<file path="src/rtl/aoi_eval_scheduler_pkg.sv">
// Shared types and helpers for the round-robin OR-AND evaluation scheduler.
package aoi_sched_pkg;

  typedef enum logic [1:0] {
    IDLE = 2'd0,
    EVAL = 2'd1,
    RESP = 2'd2
  } state_e;

  localparam int unsigned DEF_NUM_REQ = 3;
  localparam int unsigned DEF_OP_W    = 1;
  localparam int unsigned MAX_REQ     = 8;

  // First valid index after 'last', wrapping modulo n; 0 when nothing is valid.
  function automatic int unsigned rr_pick(input logic [MAX_REQ-1:0] valid,
                                          input int unsigned        last,
                                          input int unsigned        n);
    int unsigned pick;
    int unsigned idx;
    logic        found;
    pick  = 0;
    found = 1'b0;
    for (int unsigned k = 1; k <= MAX_REQ; k++) begin
      if (k <= n) begin
        idx = (last + k) % n;
        if (!found && valid[idx[2:0]]) begin
          pick  = idx;
          found = 1'b1;
        end
      end
    end
    return pick;
  endfunction

endpackage

</file>
<file path="src/rtl/aoi_eval_scheduler_if.sv">
// Request/response bundle between the operand sources, the scheduler and the result consumer.
interface aoi_sched_if #(
  parameter int unsigned NUM_REQ = 3,
  parameter int unsigned OP_W    = 1
);
  localparam int unsigned IDW = $clog2(NUM_REQ);

  logic [NUM_REQ-1:0]      req_valid;
  logic [NUM_REQ*OP_W-1:0] req_a;
  logic [NUM_REQ*OP_W-1:0] req_b;
  logic [NUM_REQ*OP_W-1:0] req_c;
  logic [NUM_REQ-1:0]      req_ready;
  logic                    rsp_valid;
  logic [OP_W-1:0]         rsp_data;
  logic [IDW-1:0]          rsp_id;
  logic                    rsp_ready;

  modport master (
    output req_valid, req_a, req_b, req_c, rsp_ready,
    input  req_ready, rsp_valid, rsp_data, rsp_id
  );

  modport slave (
    input  req_valid, req_a, req_b, req_c, rsp_ready,
    output req_ready, rsp_valid, rsp_data, rsp_id
  );

endinterface

</file>
<file path="src/rtl/aoi_eval_scheduler_cells.sv">
// Single-bit OR and AND cells forming the shared evaluation datapath.
module or_cell (
  input  logic a,
  input  logic b,
  output logic y
);
  assign y = a | b;
endmodule

module and_cell (
  input  logic a,
  input  logic b,
  output logic y
);
  assign y = a & b;
endmodule

</file>
<file path="src/rtl/aoi_eval_scheduler_rr_arbiter.sv">
// Combinational round-robin pick: searches from last_gnt+1 with wrap-around.
module rr_arbiter
  import aoi_sched_pkg::*;
#(
  parameter  int unsigned NUM_REQ = DEF_NUM_REQ,
  localparam int unsigned IDW     = $clog2(NUM_REQ)
) (
  input  logic [NUM_REQ-1:0] req_valid,
  input  logic [IDW-1:0]     last_gnt,
  output logic [IDW-1:0]     gnt,
  output logic               any_req
);

  assign gnt     = IDW'(rr_pick(MAX_REQ'(req_valid), 32'(last_gnt), NUM_REQ));
  assign any_req = |req_valid;

endmodule

</file>
<file path="src/rtl/aoi_eval_scheduler.sv">
// Round-robin scheduler sharing one bitwise (a|b)&c cell between NUM_REQ requesters.
// Define AOI_SCHED_CNT_EN to add the saturating done_cnt completion counter.
module aoi_eval_scheduler
  import aoi_sched_pkg::*;
#(
  parameter int unsigned NUM_REQ = DEF_NUM_REQ,
  parameter int unsigned OP_W    = DEF_OP_W
) (
  input  logic        clk,
  input  logic        rst_n,
  aoi_sched_if.slave  bus,
`ifdef AOI_SCHED_CNT_EN
  output logic [7:0]  done_cnt,
`endif
  output logic        busy
);

  localparam int unsigned IDW = $clog2(NUM_REQ);

  state_e             state_q, state_d;
  logic [IDW-1:0]     last_gnt, gnt, gnt_q;
  logic               any_req;
  logic               accept;
  logic [NUM_REQ-1:0] req_ready;
  logic               rsp_valid;
  logic [OP_W-1:0]    sel_a, sel_b, sel_c;
  logic [OP_W-1:0]    op_a, op_b, op_c;
  logic [OP_W-1:0]    or_y, eval_y;
  logic [OP_W-1:0]    rsp_data_q;
  logic [IDW-1:0]     rsp_id_q;

  rr_arbiter #(.NUM_REQ(NUM_REQ)) u_arb (
    .req_valid (bus.req_valid),
    .last_gnt  (last_gnt),
    .gnt       (gnt),
    .any_req   (any_req)
  );

  always_comb begin
    sel_a = '0;
    sel_b = '0;
    sel_c = '0;
    for (int unsigned i = 0; i < NUM_REQ; i++) begin
      if (gnt == IDW'(i)) begin
        sel_a = bus.req_a[i*OP_W +: OP_W];
        sel_b = bus.req_b[i*OP_W +: OP_W];
        sel_c = bus.req_c[i*OP_W +: OP_W];
      end
    end
  end

  always_ff @(posedge clk or negedge rst_n) begin
    if (!rst_n) state_q <= IDLE;
    else        state_q <= state_d;
  end

  always_comb begin
    state_d   = state_q;
    req_ready = '0;
    rsp_valid = 1'b0;
    accept    = 1'b0;
    case (state_q)
      IDLE: if (any_req) begin
        state_d        = EVAL;
        accept         = 1'b1;
        req_ready[gnt] = 1'b1;
      end
      EVAL: state_d = RESP;
      RESP: begin
        rsp_valid = 1'b1;
        if (bus.rsp_ready) state_d = IDLE;
      end
      default: state_d = IDLE;
    endcase
  end

  always_ff @(posedge clk or negedge rst_n) begin
    if (!rst_n) begin
      op_a       <= '0;
      op_b       <= '0;
      op_c       <= '0;
      gnt_q      <= '0;
      last_gnt   <= IDW'(NUM_REQ - 1);
      rsp_data_q <= '0;
      rsp_id_q   <= '0;
    end else begin
      if (accept) begin
        op_a     <= sel_a;
        op_b     <= sel_b;
        op_c     <= sel_c;
        gnt_q    <= gnt;
        last_gnt <= gnt;
      end
      if (state_q == EVAL) begin
        rsp_data_q <= eval_y;
        rsp_id_q   <= gnt_q;
      end
    end
  end

  for (genvar g = 0; g < OP_W; g++) begin : g_cell
    or_cell  u_or  (.a(op_a[g]), .b(op_b[g]), .y(or_y[g]));
    and_cell u_and (.a(or_y[g]), .b(op_c[g]), .y(eval_y[g]));
  end

`ifdef AOI_SCHED_CNT_EN
  always_ff @(posedge clk or negedge rst_n) begin
    if (!rst_n)
      done_cnt <= '0;
    else if (rsp_valid && bus.rsp_ready && done_cnt != '1)
      done_cnt <= done_cnt + 8'd1;
  end
`endif

  assign bus.req_ready = req_ready;
  assign bus.rsp_valid = rsp_valid;
  assign bus.rsp_data  = rsp_data_q;
  assign bus.rsp_id    = rsp_id_q;
  assign busy          = (state_q != IDLE);

endmodule
</file>
<file path="src/flat_wrapper.sv">
// flat-port wrapper written by rule: the top's interface ports become plain ports
module aoi_eval_scheduler_flat import aoi_sched_pkg::*;
#(
  parameter int unsigned NUM_REQ = DEF_NUM_REQ,
  parameter int unsigned OP_W    = DEF_OP_W
)
  (clk, rst_n, busy, bus_req_valid, bus_req_a, bus_req_b, bus_req_c, bus_rsp_ready, bus_req_ready, bus_rsp_valid, bus_rsp_data, bus_rsp_id);
  aoi_sched_if #(.NUM_REQ(NUM_REQ), .OP_W(OP_W)) bus_i ();
  input  logic clk;
  input  logic rst_n;
  output logic busy;
  input wire logic [$bits(bus_i.req_valid)-1:0] bus_req_valid;
  input wire logic [$bits(bus_i.req_a)-1:0] bus_req_a;
  input wire logic [$bits(bus_i.req_b)-1:0] bus_req_b;
  input wire logic [$bits(bus_i.req_c)-1:0] bus_req_c;
  input wire logic [$bits(bus_i.rsp_ready)-1:0] bus_rsp_ready;
  output wire logic [$bits(bus_i.req_ready)-1:0] bus_req_ready;
  output wire logic [$bits(bus_i.rsp_valid)-1:0] bus_rsp_valid;
  output wire logic [$bits(bus_i.rsp_data)-1:0] bus_rsp_data;
  output wire logic [$bits(bus_i.rsp_id)-1:0] bus_rsp_id;
  assign bus_i.req_valid = bus_req_valid;
  assign bus_i.req_a = bus_req_a;
  assign bus_i.req_b = bus_req_b;
  assign bus_i.req_c = bus_req_c;
  assign bus_i.rsp_ready = bus_rsp_ready;
  assign bus_req_ready = bus_i.req_ready;
  assign bus_rsp_valid = bus_i.rsp_valid;
  assign bus_rsp_data = bus_i.rsp_data;
  assign bus_rsp_id = bus_i.rsp_id;
  aoi_eval_scheduler #(.NUM_REQ(NUM_REQ), .OP_W(OP_W)) u_core (.clk(clk), .rst_n(rst_n), .bus(bus_i), .busy(busy));
endmodule
</file>
<file path="config.mk">
export PLATFORM = sky130hd
export DESIGN_NAME = aoi_eval_scheduler_flat
export DESIGN_NICKNAME = d
export VERILOG_FILES = /design/src/rtl/aoi_eval_scheduler_pkg.sv /design/src/rtl/aoi_eval_scheduler_if.sv /design/src/rtl/aoi_eval_scheduler_cells.sv /design/src/rtl/aoi_eval_scheduler_rr_arbiter.sv /design/src/rtl/aoi_eval_scheduler.sv /design/src/flat_wrapper.sv
export SDC_FILE = /design/constraint.sdc
export NUM_CORES = 1
export LEC_CHECK = 0
export BUFFER_PORTS_ARGS = -buffer_cell sky130_fd_sc_hd__buf_2
export CAP_MARGIN = 25
export CORE_MARGIN = 1.5
export CORE_UTILIZATION = 40
export CTS_CLUSTER_DIAMETER = 150
export DETAILED_ROUTE_END_ITERATION = 6
export PLACE_DENSITY_LB_ADDON = 0.2
export SYNTH_ARGS = -nofsm -noshare
export SYNTH_HDL_FRONTEND = slang
export SYNTH_HIERARCHICAL = 1
export SYNTH_SLANG_ARGS = --single-unit
export TNS_END_PERCENT = 30
</file>
<file path="constraint.sdc">
create_clock -name clk -period 2.3 [get_ports clk]
set_input_delay 0.115 -clock clk [delete_from_list [all_inputs] [get_ports clk]]
set_output_delay 0.115 -clock clk [all_outputs]
set_load 0.05 [all_outputs]
</file>
== Word level (Yosys, flattened, before mapping) ==
Index checks and enable logic that the tools add are counted.

* Input bits: 15
* Register bits: 12
* Logic and storage cells: 67

* Add/subtract/negate cells: 3
* Equal/unequal tests: 6
* Divide/modulo/power cells: 3
* Bitwise gates (word level): 2
* Order comparisons: 5
* Muxes and demuxes: 30
* Reduce and logical (&&, ||, !) cells: 10

{| class="wikitable"
|+ Operators by type and width
! operator !! count
|-
| modulo 32 x 2 -> 32 bit, second input constant || 3
|-
| 2-to-1 mux 1 bit || 18
|-
| < comparator 3 x 4 -> 1 bit, second input constant || 3
|-
| 2-to-1 mux 2 bit || 5
|-
| binary-select mux 1 bit (select 3 bit) || 3
|-
| adder 2 x 2 -> 3 bit, second input constant || 2
|-
| 2-to-1 mux 3 bit || 2
|-
| one-hot mux 2 bit (3 select lines) || 1
|-
| equality test 2 x 1 -> 1 bit, second input constant || 2
|-
| equality test 2 bit, second input constant || 2
|-
| zero test 2 bit || 2
|-
| adder 2 x 1 -> 3 bit, second input constant || 1
|-
| logical AND 1 bit || 3
|-
| < comparator 2 x 3 -> 1 bit, second input constant || 1
|-
| OR reduction 3 bit || 1
|-
| demux 1 bit (select 2 bit) || 1
|-
| >= comparator 2 x 1 -> 1 bit, second input constant || 1
|-
| zero test 1 bit || 2
|-
| != test 2 x 1 -> 1 bit, second input constant || 1
|-
| != test 2 bit, second input constant || 1
|-
| AND reduction 2 bit || 1
|-
| nonzero test 2 bit || 1
|-
| AND 1 bit || 1
|-
| bitwise OR 1 bit || 1
|}

== Logic depth before layout (Yosys ltp) ==
Gate-level depths: netlist of run 1.

* Depth in word-level cells: 17
* Gate-level depth with buffers: 12

== Hierarchy ==
The synthesis of run 1 kept the hierarchy.

{| class="wikitable"
|+ By module, submodules not included
! module !! seq. area each (µm²) !! area an instance (µm²) !! cells an instance !! times used
|-
| aoi_eval_scheduler || 276.5 || 521.8 || 48 || 1
|-
| rr_arbiter || 0.0 || 282.8 || 34 || 1
|-
| and_cell || 0.0 || 6.3 || 1 || 1
|-
| or_cell || 0.0 || 6.3 || 1 || 1
|}

== Least setup slack after synthesis of run 1 ==
OpenSTA, ideal clock, no wires.

* Path type: register -> output
* Start point: register u_core.last_gnt[1]
* End point: output bus_req_ready[0]
* Required time: 2185 ps
* Stages on the path, launching flop included: 10
* Arrival time: 3001 ps
* Slack: -816 ps
* Path through: dfstp_2 -> inv_1 -> ha_1 -> buf_6 -> mux2_2 -> nand3b_2 -> nand4_1 -> mux2i_1 -> a21oi_1 -> nor3b_1

* Longest elaborated chain between the ends: 17

{| class="wikitable"
|+ Ends and longest elaborated chain
! what !! line !! source
|-
| start, declared || aoi_eval_scheduler.sv:21 || <nowiki>logic [IDW-1:0] last_gnt, gnt, gnt_q;</nowiki>
|-
| start signal, assigned || aoi_eval_scheduler.sv:83 || <nowiki>last_gnt <= IDW'(NUM_REQ - 1);</nowiki>
|-
| start signal, assigned || aoi_eval_scheduler.sv:92 || <nowiki>last_gnt <= gnt;</nowiki>
|-
| adder 2 x 1 -> 3 bit || aoi_eval_scheduler_pkg.sv:25 || <nowiki>idx = (last + k) % n;</nowiki>
|-
| modulo 32 x 2 -> 32 bit || aoi_eval_scheduler_pkg.sv:25 ||
|-
| binary-select mux 1 bit (select 3 bit) || aoi_eval_scheduler_pkg.sv:26 || <nowiki>if (!found && valid[idx[2:0]]) begin</nowiki>
|-
| 2-to-1 mux 1 bit (not written as such) || aoi_eval_scheduler_pkg.sv:26 ||
|-
| 2-to-1 mux 1 bit || aoi_eval_scheduler_pkg.sv:26 ||
|-
| zero test 1 bit || aoi_eval_scheduler_pkg.sv:26 ||
|-
| logical AND 1 bit || aoi_eval_scheduler_pkg.sv:26 ||
|-
| 2-to-1 mux 1 bit || aoi_eval_scheduler_pkg.sv:26 ||
|-
| (+2 left out) || - ||
|-
| 2-to-1 mux 2 bit (*) || aoi_eval_scheduler_pkg.sv:26 ||
|-
| net u_core.gnt[1] || aoi_eval_scheduler.sv:21 ||
|-
| < comparator 2 x 3 -> 1 bit (not written as such) or >= comparator 2 x 1 -> 1 bit (tied branches) || aoi_eval_scheduler.sv:66 || <nowiki>req_ready[gnt] = 1'b1;</nowiki>
|-
| logical AND 1 bit (not written as such) || aoi_eval_scheduler.sv:66 ||
|-
| 2-to-1 mux 1 bit (not written as such) || aoi_eval_scheduler.sv:66 ||
|-
| demux 1 bit (select 2 bit) (*) || - ||
|-
| 2-to-1 mux 3 bit (*) || aoi_eval_scheduler.sv:63 || <nowiki>IDLE: if (any_req) begin</nowiki>
|-
| 2-to-1 mux 3 bit (*) || aoi_eval_scheduler.sv:62 || <nowiki>case (state_q)</nowiki>
|-
| end, declared || flat_wrapper.sv:17 || <nowiki>output wire logic [$bits(bus_i.req_ready)-1:0] bus_req_ready;</nowiki>
|}

Mark *: on every way through the listed nets, which the timed path passes. The rest lies on a longest branch. The select of a mux whose other input is x is not followed.

== Final worst setup path of run 1 ==
* Start point: register u_core.last_gnt[1]
* End point: output bus_req_ready[2]

Same word-level chain as after synthesis.

==> impl_results.md, run 1 <==
- Remaining max-slew budget at the tightest pin: 61.7%
- Worst r2r dst: u_core/op_a$_DFFE_PN0P_
- Core area: 1940 µm²
- Buffer levels on the longest clock path: 2
- Critical Path End Type: output port
- Type of the most critical hold path: in -> reg
- Total via count after detailed routing: 727
- IO Count: 23
- Violated checks: negative setup slack
- Initial core utilization: 42.1%
- Status: finished with violations
- Number of buffers added on ports: 22
- Post-CTS clock slew at the launch and capture registers of the worst setup and hold paths: 70 ps
- Combined global-route utilization of all metal layers: 16.4%
- Worst-path fanout max: 6
- Area of combinational cells with multiple inputs: 551 µm²
- Setup slack on the worst flop-to-flop path: -140 ps
- Total number of yosys warnings: 6
- Die area: 2320 µm²
- Classification of the worst setup path: reg -> out
- Prevailing post-synth register cell: sky130_fd_sc_hd__dfrtp_1
- Clock net sink count: 11
- Sequential cell area fraction in the yosys report: 33.8%
- Family with the most delay on the worst path: flip-flops
- Top area cells in the synthesized netlist: sky130_fd_sc_hd__dfrtp_1 (31%), sky130_fd_sc_hd__ha_1 (12%), sky130_fd_sc_hd__mux2i_1 (6.1%), sky130_fd_sc_hd__mux2_2 (5.5%), sky130_fd_sc_hd__or2_1 (3.8%)
- Proportion of layout cells with a drive suffix above 1: 47.5%
- Total number of placement rows: 16
- Initial antenna violation count: 0
- FF-to-FF path depth: 11
- Number of global-route vias before repair: 631
- Tightest Pin Transition: 573 ps
- Gpl congestion: 0.798
- Count of final max-slew check failures: 0
- Number of distinct standard cells referenced by the synthesized netlist: 30
- Final Skew: 3.53 ps
- Chip width: 48.2 µm
- CTS root buffer: sky130_fd_sc_hd__clkbuf_4
- Achievable frequency: 386 MHz
- Chip height: 48.2 µm
- Detailed placer's ending HPWL: 1.28 mm
- Maximum number of pins on one net before global-route repair: 14
- Commonest cells in the synthesized netlist: sky130_fd_sc_hd__dfrtp_1 (10), sky130_fd_sc_hd__ha_1 (8), sky130_fd_sc_hd__nand2_1 (8)
- Startpoint kind of the worst setup timing path: register
- Detail-routed via count per cell: 4.95
- Hold Path Depth: 2
- # setup viols final: 6
- Setup repair after global routing missed its margin: yes
- Residual DRC: 0
- Cell taking the most area after synthesis: sky130_fd_sc_hd__dfrtp_1
- Number of instances in the synthesized netlist: 84
- Area delta synth->final: 41.7%
- Total of flip-flops plus latches after synthesis: 11
- Register Area: 277 µm²
- CTS tree: yes
- Router iterations before antenna repair: 4
- Depth of the CTS H-tree: 1
- Most common cell in the synthesized netlist: sky130_fd_sc_hd__dfrtp_1
- Number of nets still failing antenna checks after routing: 0
- Post-synthesis net count: 107
- Source of the worst hold timing path: bus_rsp_ready
- Total wire length after detailed routing: 1.70 mm
- Critical path buffers and inverters: 2
- Total count of hold-check failures in the final report: 0
- # Max-Cap Violations: 0
- Fraction of registers with async set/reset: 100%
- Fill cell count: 178
- Clock latency at the later pin of the worst-skew pair: 260 ps
- Data arrival at the endpoint of the critical path: 2480 ps
- Syn avg cell area: 9.73 µm²
- TritonCTS Buffers: 3
- Req. time, crit path: 2180 ps
- Cell Chain, Critical Path: inv_4 > ha_4 > mux2_4 > nand3b_4 > nand4_1 > mux2i_1 > a21oi_2 > nand2_2 > nor2_4 > buf_6
- Final Cycle Share: 113%
- Netlist Area Pre-Place: 817 µm²
- Total global routing overflow: 0
- Share of the synthesized area in the top cell type: 30.6%
- Setup TNS: -1280 ps
- Least setup slack across all paths after layout: -291 ps
- Placed cell count: 140
- Hold EP: u_core/state_q[1]$_DFFE_PN0P_
- WL per Instance: 11.6 µm
- Number of standard cells in the layout, taps in and fillers out: 147
- Max incr delay on CP: 560 ps
- # diodes: 0
- Library cell contributing the largest single delay on the critical path: sky130_fd_sc_hd__dfstp_2
- First DRT Iteration DRCs: 16
- Count of flip-flops with a built-in enable after synthesis: 0
- Start of the worst register-to-register path: u_core/last_gnt[1]$_DFFE_PN1P_
- Net count, final: 144
- Wire length of the first global-routing pass: 2.67 mm
- Final min period: 2590 ps
==> layer usage <==
| layer | up-vias | share of wire (%) | routed length, µm | global-route usage, % |
|---|---|---|---|---|
| li1 | 359 | - | - | - |
| met1 | 348 | 46 | 792 | 21.8 |
| met4 | 0 | 0 | 0 | 4.86 |
| met3 | 0 | 3.5 | 60 | 3.70 |
| met2 | 20 | 50 | 852 | 26.6 |
| met5 | - | 0 | 0 | 0 |
==> stage by stage <==
step / util, % / hold slack, ps / setup WS [ps] / area (µm²)
floorplan: - / -181 / -87.4 / 868
global placement: 54.4 / -6.81 / -75.8 / 1060
detailed placement: 54.4 / -5.09 / -114 / 1060
CTS: 59.0 / 54.0 / -267 / 1150
global route: 59.6 / 70.4 / -411 / 1160
finish: 59.6 / 55.1 / -291 / 1160
==> worst max path at each step <==
stage / startpoint / to / slack, ps / depth (start not counted)
2_1_floorplan: u_core/last_gnt[1]$_DFFE_PN1P_ / bus_req_ready[2] / -90 / 10
3_3_place_gp: u_core/last_gnt[1]$_DFFE_PN1P_ / bus_req_ready[2] / -80 / 10
3_5_place_dp: u_core/last_gnt[1]$_DFFE_PN1P_ / bus_req_ready[2] / -110 / 10
4_1_cts: u_core/last_gnt[1]$_DFFE_PN1P_ / bus_req_ready[1] / -270 / 9
5_1_grt: u_core/last_gnt[1]$_DFFE_PN1P_ / bus_req_ready[0] / -410 / 10
6_report: u_core/last_gnt[1]$_DFFE_PN1P_ / bus_req_ready[2] / -290 / 10
==> cells by family (layout without fill, tap and decap cells) <==
kind of cell | after synthesis | count (layout) | share of synthesized area, %
and+or+nand+nor | 33 | 33 | 24.5
adders and majority gates | 8 | 8 | 12.3
DFF | 11 | 11 | 33.8
muxes | 9 | 9 | 11.6
buffers and inverters | 9 | 45 | 6.43
AOI/OAI and AO/OA | 14 | 14 | 11.3
==> worst register-to-register path: cells and delay by family (launching register included) <==
kind	cells	cell delay, ps
adder cells (fa/ha/maj)	1	300
AND/OR/NAND/NOR	3	420
buffers and inverters	3	320
AO/OA/AOI/OAI	2	250
flip-flops	1	560
multiplexers	2	520
==> cell type report <==
type,instances,area share [%]
inverter,6,2.16
multi-input combinational,64,47.6
clock buffer,4,2.27
timing repair buffer,35,21.2
sequential,11,23.9
tap,27,2.92
==> placed cells by master (no fill, tap or decap), types with 2 or more instances in the layout <==
master	instances
sky130_fd_sc_hd__inv_1	5
sky130_fd_sc_hd__clkbuf_4	3
sky130_fd_sc_hd__buf_2	19
sky130_fd_sc_hd__o21ai_2	2
sky130_fd_sc_hd__buf_4	10
sky130_fd_sc_hd__buf_6	4
sky130_fd_sc_hd__nand2b_1	3
sky130_fd_sc_hd__nor2_1	3
sky130_fd_sc_hd__ha_1	7
sky130_fd_sc_hd__nand4_1	3
sky130_fd_sc_hd__mux2_2	3
sky130_fd_sc_hd__dfrtp_1	10
sky130_fd_sc_hd__nand2_1	7
sky130_fd_sc_hd__o21ai_0	3
sky130_fd_sc_hd__mux2i_1	5
sky130_fd_sc_hd__or2_1	5
sky130_fd_sc_hd__a31oi_1	3
sky130_fd_sc_hd__nor3b_4	2
==> sequential cells by signal (all words and copies together) (netlist names) <==
register,cells
u_core/bus.rsp_id,2
u_core/last_gnt,2
u_core/state_q,2
u_core/bus.rsp_data,1
u_core/gnt_q,1
u_core/op_a,1
u_core/op_b,1
u_core/op_c,1
==> timing repair <==
action                                  CTS  global route
endpoints found under the hold margin    11             0
hold buffers                              1             0
endpoints found under the setup margin    6             8
resized for setup                         9             5
pin swaps                                 4             0
buffers inserted                          2             0
Power of run 1 is not shown: default switching activity piles up to over one toggle a cycle in this logic, so the estimate is an artifact.
==> inputs of run 2 (changes only) <==
--- a/config.mk
+++ b/config.mk
@@ -5,11 +5,12 @@
 export SDC_FILE = /design/constraint.sdc
 export NUM_CORES = 1
 export LEC_CHECK = 0
+export ABC_AREA = 1
 export BUFFER_PORTS_ARGS = -buffer_cell sky130_fd_sc_hd__buf_2
 export CAP_MARGIN = 25
 export CORE_MARGIN = 1.5
 export CORE_UTILIZATION = 40
-export CTS_CLUSTER_DIAMETER = 150
+export CTS_CLUSTER_DIAMETER = 30
 export DETAILED_ROUTE_END_ITERATION = 6
 export PLACE_DENSITY_LB_ADDON = 0.2
 export SYNTH_ARGS = -nofsm -noshare
==> run 2 against run 1 <==
- the run still ends with negative setup slack left
- wire length increased by 25%
- global-route usage increased by 1.4 points
- via count increased by 22%
- design area increased by 14%
- die area up 5.9%
- fmax rose by 9.2%
==> impl_results.md, run 2 <==
- Status: finished with violations
- Violated checks: negative setup slack
- Classification of the worst setup path: reg -> out
- Combinational family with the most area after synthesis: simple AND/OR/NAND/NOR gates
- Clock latency at the later pin of the worst-skew pair: 270 ps
- Start of the worst register-to-register path: u_core/last_gnt[1]$_DFFE_PN1P_
- Depth of the CTS H-tree: 1
- Number of nets still failing antenna checks after routing: 0
- Data arrival at the endpoint of the critical path: 2260 ps
- # setup viols final: 3
- Busiest metal layer after global routing: met2
- Critical path buffers and inverters: 3
- Area delta synth->final: 51.3%
- Die area: 2460 µm²
- Setup repair after global routing missed its margin: yes
- Top area cells in the synthesized netlist: sky130_fd_sc_hd__dfrtp_1 (29%), sky130_fd_sc_hd__nand2_1 (18%), sky130_fd_sc_hd__ha_1 (12%), sky130_fd_sc_hd__nand3_1 (9.8%), sky130_fd_sc_hd__inv_1 (7.3%)
- Number of buffers added on ports: 22
- Final min period: 2370 ps
- TritonCTS Buffers: 3
- Cell taking the most area after synthesis: sky130_fd_sc_hd__dfrtp_1
- Number of distinct standard cells referenced by the synthesized netlist: 21
- Sequential cell area fraction in the yosys report: 31.8%
- CTS tree: yes
- Commonest cells in the synthesized netlist: sky130_fd_sc_hd__nand2_1 (41), sky130_fd_sc_hd__inv_1 (17), sky130_fd_sc_hd__nand3_1 (17)
- WL per Instance: 11.5 µm
- Fraction of registers with async set/reset: 100%
- Family with the most delay on the worst path: simple AND/OR/NAND/NOR gates
- Combined global-route utilization of all metal layers: 17.8%
- Startpoint kind of the worst setup timing path: register
- GR met3 Demand/Resource: 1.82%
- Tightest Pin Transition: 251 ps
- Total number of placement rows: 16
- Setup slack on the worst flop-to-flop path: 90 ps
- Achievable frequency: 421 MHz
- Critical Path End Type: output port
- Number of global-route vias before repair: 852
- # Max-Cap Violations: 0
- Max incr delay on CP: 570 ps
- Residual DRC: 0
- Total of flip-flops plus latches after synthesis: 11
- Post-synthesis xor/xnor area fraction: 0%
- Number of standard cells in the layout, taps in and fillers out: 185
- Most common cell in the synthesized netlist: sky130_fd_sc_hd__nand2_1
- Gpl congestion: 0.915
- Adder-cell share of the synthesized area: 11.5%
- Router iterations before antenna repair: 4
- Total global routing overflow: 0
- First DRT Iteration DRCs: 15
- Met1 layer usage reported by global route: 24.6%
- Initial antenna violation count: 0
- Final Cycle Share: 103%
- CTS root buffer: sky130_fd_sc_hd__clkbuf_4
- Total count of hold-check failures in the final report: 0
- Share of the synthesized area in the top cell type: 28.8%
- Wire length of the first global-routing pass: 3.50 mm
- Library cell contributing the largest single delay on the critical path: sky130_fd_sc_hd__dfstp_2
- Area fraction in compound gates after synthesis: 4.90%
- Count of final max-slew check failures: 0
- Post-CTS clock slew at the launch and capture registers of the worst setup and hold paths: 70 ps
- Buffer levels on the longest clock path: 2
- Maximum number of pins on one net before global-route repair: 12
- Chip height: 49.6 µm
- IO Count: 23
- Post-Layout Inst Area: 1310 µm²
- Core area: 2000 µm²
- Proportion of layout cells with a drive suffix above 1: 47.5%
- Worst-path fanout max: 6
- Detailed placer's ending HPWL: 1.40 mm
- Number of instances in the synthesized netlist: 121
- Total wire length after detailed routing: 2.14 mm
- Most used cells in the layout excluding fill and tap cells: sky130_fd_sc_hd__nand2_1 (35), sky130_fd_sc_hd__buf_2 (19), sky130_fd_sc_hd__inv_1 (13)
- Cell mode on critical path: sky130_fd_sc_hd__nor2_4
- Worst setup path startpoint: u_core/last_gnt[1]$_DFFE_PN1P_
- Source of the worst hold timing path: bus_rsp_ready
- Clock net sink count: 11
- Post-synthesis net count: 144
- Final Skew: 5.27 ps
- Basic-gate share of the synthesized area counting and, or, nand and nor cells: 39.5%
- Placed cell count: 172
- Leading cell type in the layout, fill and taps excluded: sky130_fd_sc_hd__nand2_1
- Remaining max-slew budget at the tightest pin: 83.3%
- # diodes: 0
- GRT met2 Usage: 29.3%
- Net count, final: 182
- Total via count after detailed routing: 887
- Cell area after placement: 1030 µm²
- Syn avg cell area: 7.18 µm²
- Total number of yosys warnings: 6
- Netlist Area Pre-Place: 868 µm²
- Count of flip-flops with a built-in enable after synthesis: 0
- Multiplexer share of the synthesized area: 0%
- Chip width: 49.6 µm
- Type of the most critical hold path: in -> reg
- Req. time, crit path: 2180 ps
- Least setup slack across all paths after layout: -73.4 ps
- Prevailing post-synth register cell: sky130_fd_sc_hd__dfrtp_1
- Initial core utilization: 43.4%
- Cell Chain, Critical Path: inv_4 > ha_4 > nand2_4 > nand2_4 > nor2_4 > nor2_4 > nor2_4 > nand3_2 > nand3_2 > buf_6 > nor3_4 > buf_6
- Detail-routed via count per cell: 4.79
run 2: kinds of logic (layout without fill, tap and decap cells):
group                      count (synthesis)  count (layout)
and+or+nand+nor                           73              73
buffers and inverters                     22              59
DFF                                       11              11
adders and majority gates                  8               8
AOI/OAI and AO/OA                          7               7
run 2: worst reg2reg max path, cell delays in order, from the launching register on:
cell and delay [ps]:
sky130_fd_sc_hd__dfstp_2 570, sky130_fd_sc_hd__inv_4 60, sky130_fd_sc_hd__ha_4 330, sky130_fd_sc_hd__inv_2 60, sky130_fd_sc_hd__nand2_1 50, sky130_fd_sc_hd__nand2_1 50, sky130_fd_sc_hd__nand2_1 80, sky130_fd_sc_hd__nand2_2 80
sky130_fd_sc_hd__nand2_2 80, sky130_fd_sc_hd__nand3_2 80, sky130_fd_sc_hd__nand3_2 70, sky130_fd_sc_hd__buf_6 140, sky130_fd_sc_hd__buf_4 140, sky130_fd_sc_hd__inv_1 60, sky130_fd_sc_hd__nand3_1 70, sky130_fd_sc_hd__nand3_1 80
sky130_fd_sc_hd__nand2_1 70, sky130_fd_sc_hd__nand2_1 40
run 2: what timing repair did:
action,in CTS,in global routing
setup endpoints to repair,3,6
hold endpoints to repair,11,0
pin swaps,2,10
gates resized for setup,19,30
buffers inserted,5,3
hold buffers,1,0
run 2: area by class of cell:
| type | count | area [µm²] |
|---|---|---|
| Tap cell | 27 | 33.8 |
| Inverter | 20 | 86.3 |
| Sequential cell | 11 | 278 |
| Timing Repair Buffer | 35 | 244 |
| Fill cell | 183 | 688 |
| Multi-Input combinational cell | 88 | 646 |
| Clock buffer | 4 | 26.3 |
run 2: stage by stage:
stage	util, %	setup TNS [ps]	setup slack [ps]	hold WS (ps)
floorplan	-	0	50.2	-181
CTS	59.2	-43.0	-24.4	18.0
global placement	51.5	0	51.6	-8.68
global route	65.6	-576	-164	21.2
finish	65.6	-132	-73.4	23.9
detailed placement	51.5	-0.522	-0.522	-2.79
run 2: worst paths after layout:
path | endpoint | cells after the start
worst max-delay path | bus_req_ready[0] | 12
worst min-delay path | u_core/state_q[1]$_DFFE_PN0P_ | 2
worst max register to register | u_core/op_c$_DFFE_PN0P_ | 17
worst min register to register | u_core/bus.rsp_data$_DFFE_PN0N_ | 2
max in group asynchronous | u_core/last_gnt[1]$_DFFE_PN1P_ | 2
min in group asynchronous | u_core/state_q[0]$_DFFE_PN0P_ | 2
run 2: metal layers:
layer,routed length [µm],up-vias
li1,-,448
met1,1000,400
met2,985,35
met3,115,4
met4,30,0
met5,0,-
Power of run 2 is left out for the same reason.
==> inputs of run 3 (changes only) <==
==> constraint.sdc (replaced) <==
create_clock -name clk -period 2 [get_ports clk]
set_input_delay 0.1 -clock clk [delete_from_list [all_inputs] [get_ports clk]]
set_output_delay 0.1 -clock clk [all_outputs]
set_load 0.05 [all_outputs]
==> run 3 against run 2 <==
- the flow still finishes with violations (negative setup slack)
- sequential share of layout area is 0.20 points lower
- count of clock-buffer cells in the layout is the same
- die area unchanged
- highest routed layer is now met3
==> impl_results.md, run 3 (synthesized netlist as in run 2, its figures left out) <==
- Status: finished with violations
- Startpoint kind of the worst setup timing path: register
- Core area: 2000 µm²
- Most used cells in the layout excluding fill and tap cells: sky130_fd_sc_hd__nand2_1 (37), sky130_fd_sc_hd__buf_2 (19), sky130_fd_sc_hd__buf_4 (18)
- Post-CTS clock slew at the launch and capture registers of the worst setup and hold paths: 70 ps
- Chip height: 49.6 µm
- Total count of hold-check failures in the final report: 0
- Buffer levels on the longest clock path: 2
- Met1 layer usage reported by global route: 22.2%
- Leading cell type in the layout, fill and taps excluded: sky130_fd_sc_hd__nand2_1
- WL per Instance: 11.1 µm
- Classification of the worst setup path: reg -> out
- # diodes: 0
- Setup WS pre-CTS: -153 ps
- Residual DRC: 0
- CTS tree: yes
- Total wire length after detailed routing: 2.17 mm
- Net count, final: 192
- Clock net sink count: 11
- Count of final max-slew check failures: 0
- TritonCTS Buffers: 3
- Die area: 2460 µm²
- Least setup slack across all paths after layout: -339 ps
- Wire length of the first global-routing pass: 3.66 mm
- GRT met2 Usage: 34.4%
- Type of the most critical hold path: in -> reg
- Clock latency at the later pin of the worst-skew pair: 270 ps
- Area delta synth->final: 52.0%
- Setup repair after global routing missed its margin: yes
- Maximum number of pins on one net before global-route repair: 12
- Depth of the CTS H-tree: 1
- Combined global-route utilization of all metal layers: 19.2%
- Proportion of layout cells with a drive suffix above 1: 45.8%
- Gpl congestion: 0.831
- Initial core utilization: 43.4%
- Setup TNS: -1660 ps
- Fill cell count: 181
- GR met3 Demand/Resource: 4.24%
- # setup viols final: 6
- Number of buffers added on ports: 22
- Final min period: 2340 ps
- Number of nets still failing antenna checks after routing: 0
- Total number of placement rows: 16
- Critical Path End Type: output port
- Router iterations before antenna repair: 4
- Total via count after detailed routing: 915
- Final Cycle Share: 117%
- Data arrival at the endpoint of the critical path: 2240 ps
- Remaining max-slew budget at the tightest pin: 83.1%
- Req. time, crit path: 1900 ps
- Violated checks: negative setup slack
- Number of global-route vias before repair: 916
- CTS root buffer: sky130_fd_sc_hd__clkbuf_4
- # Max-Cap Violations: 0
- Final Skew: 4.60 ps
- Busiest metal layer after global routing: met2
- Detail-routed via count per cell: 4.69
- Worst-path fanout max: 6
- Tightest Pin Transition: 254 ps
- Chip width: 49.6 µm
- Total global routing overflow: 0
- First DRT Iteration DRCs: 15
- IO Count: 23
- Achievable frequency: 428 MHz
- Initial antenna violation count: 0
- Detailed placer's ending HPWL: 1.55 mm
[run 3: cell types whose count changed in the layout (fill, tap and decap cells not counted), moves of 3 or more]
cell	delta
sky130_fd_sc_hd__buf_4	+9
sky130_fd_sc_hd__ha_2	+4
sky130_fd_sc_hd__ha_4	-3
sky130_fd_sc_hd__inv_1	+3
sky130_fd_sc_hd__nand2_4	-3
sky130_fd_sc_hd__nor2_2	+3
sky130_fd_sc_hd__nor2_4	-4
[run 3: timing repair]
| item | 4_1_cts | 5_1_grt |
|---|---|---|
| hold buffers | 2 | 0 |
| gates resized for setup | 15 | 10 |
| hold endpoints to repair | 12 | 0 |
| gates cloned | 0 | 0 |
| pin swaps | 1 | 4 |
| setup buffers | 3 | 0 |
| endpoints found under the setup margin | 6 | 9 |
[run 3: cell type report]
class,count,area (µm²),share of cell area [%]
timing repair buffer,45,330,25.0
clock buffer,4,26.3,1.99
inverter,20,83.8,6.35
tap,27,33.8,2.56
sequential,11,277,20.9
multi-input combinational,88,569,43.1
[run 3: metrics by stage]
step	hold WS [ps]	cells	utilization [%]	instance area [µm²]
6_report	133	195	65.9	1320
5_1_grt	141	195	65.9	1320
4_1_cts	126	195	64.3	1290
3_5_place_dp	-18.6	186	58.5	1170
3_3_place_gp	-26.2	186	58.5	1170
2_1_floorplan	-196	121	-	902
[run 3: metal layers]
| layer | vias to the layer above | part of all wire, % |
|---|---|---|
| li1 | 473 | - |
| met1 | 413 | 44 |
| met2 | 29 | 50 |
| met3 | 0 | 5.3 |
| met4 | 0 | 0 |
| met5 | - | 0 |
[run 3: worst paths after layout]
check,from,end,slack [ps],cells after the start
setup reg to reg,u_core/last_gnt[1]$_DFFE_PN1P_,u_core/op_a$_DFFE_PN0P_,-230,16
setup / recovery,u_core/last_gnt[1]$_DFFE_PN1P_,bus_req_ready[1],-340,13
hold / removal,bus_req_b[0],u_core/op_b$_DFFE_PN0P_,130,5
max in group asynchronous,rst_n,u_core/last_gnt[1]$_DFFE_PN1P_,1520,2
hold reg to reg,u_core/bus.rsp_id[0]$_DFFE_PN0N_,u_core/bus.rsp_id[0]$_DFFE_PN0N_,490,2
min in group asynchronous,rst_n,u_core/bus.rsp_id[0]$_DFFE_PN0N_,220,2
[run 3: critical path: stages, from the launching register on]
cell and delay [ps]:
sky130_fd_sc_hd__dfstp_2 540, sky130_fd_sc_hd__buf_4 130, sky130_fd_sc_hd__ha_2 190, sky130_fd_sc_hd__ha_2 190
sky130_fd_sc_hd__inv_1 50, sky130_fd_sc_hd__nand2_1 70, sky130_fd_sc_hd__nor2_2 50, sky130_fd_sc_hd__nor2_2 130
sky130_fd_sc_hd__nand3_1 100, sky130_fd_sc_hd__nand3_2 90, sky130_fd_sc_hd__buf_12 130, sky130_fd_sc_hd__nand2_4 60
sky130_fd_sc_hd__nor2_4 70, sky130_fd_sc_hd__buf_6 160
Power of run 3 is left out for the same reason.
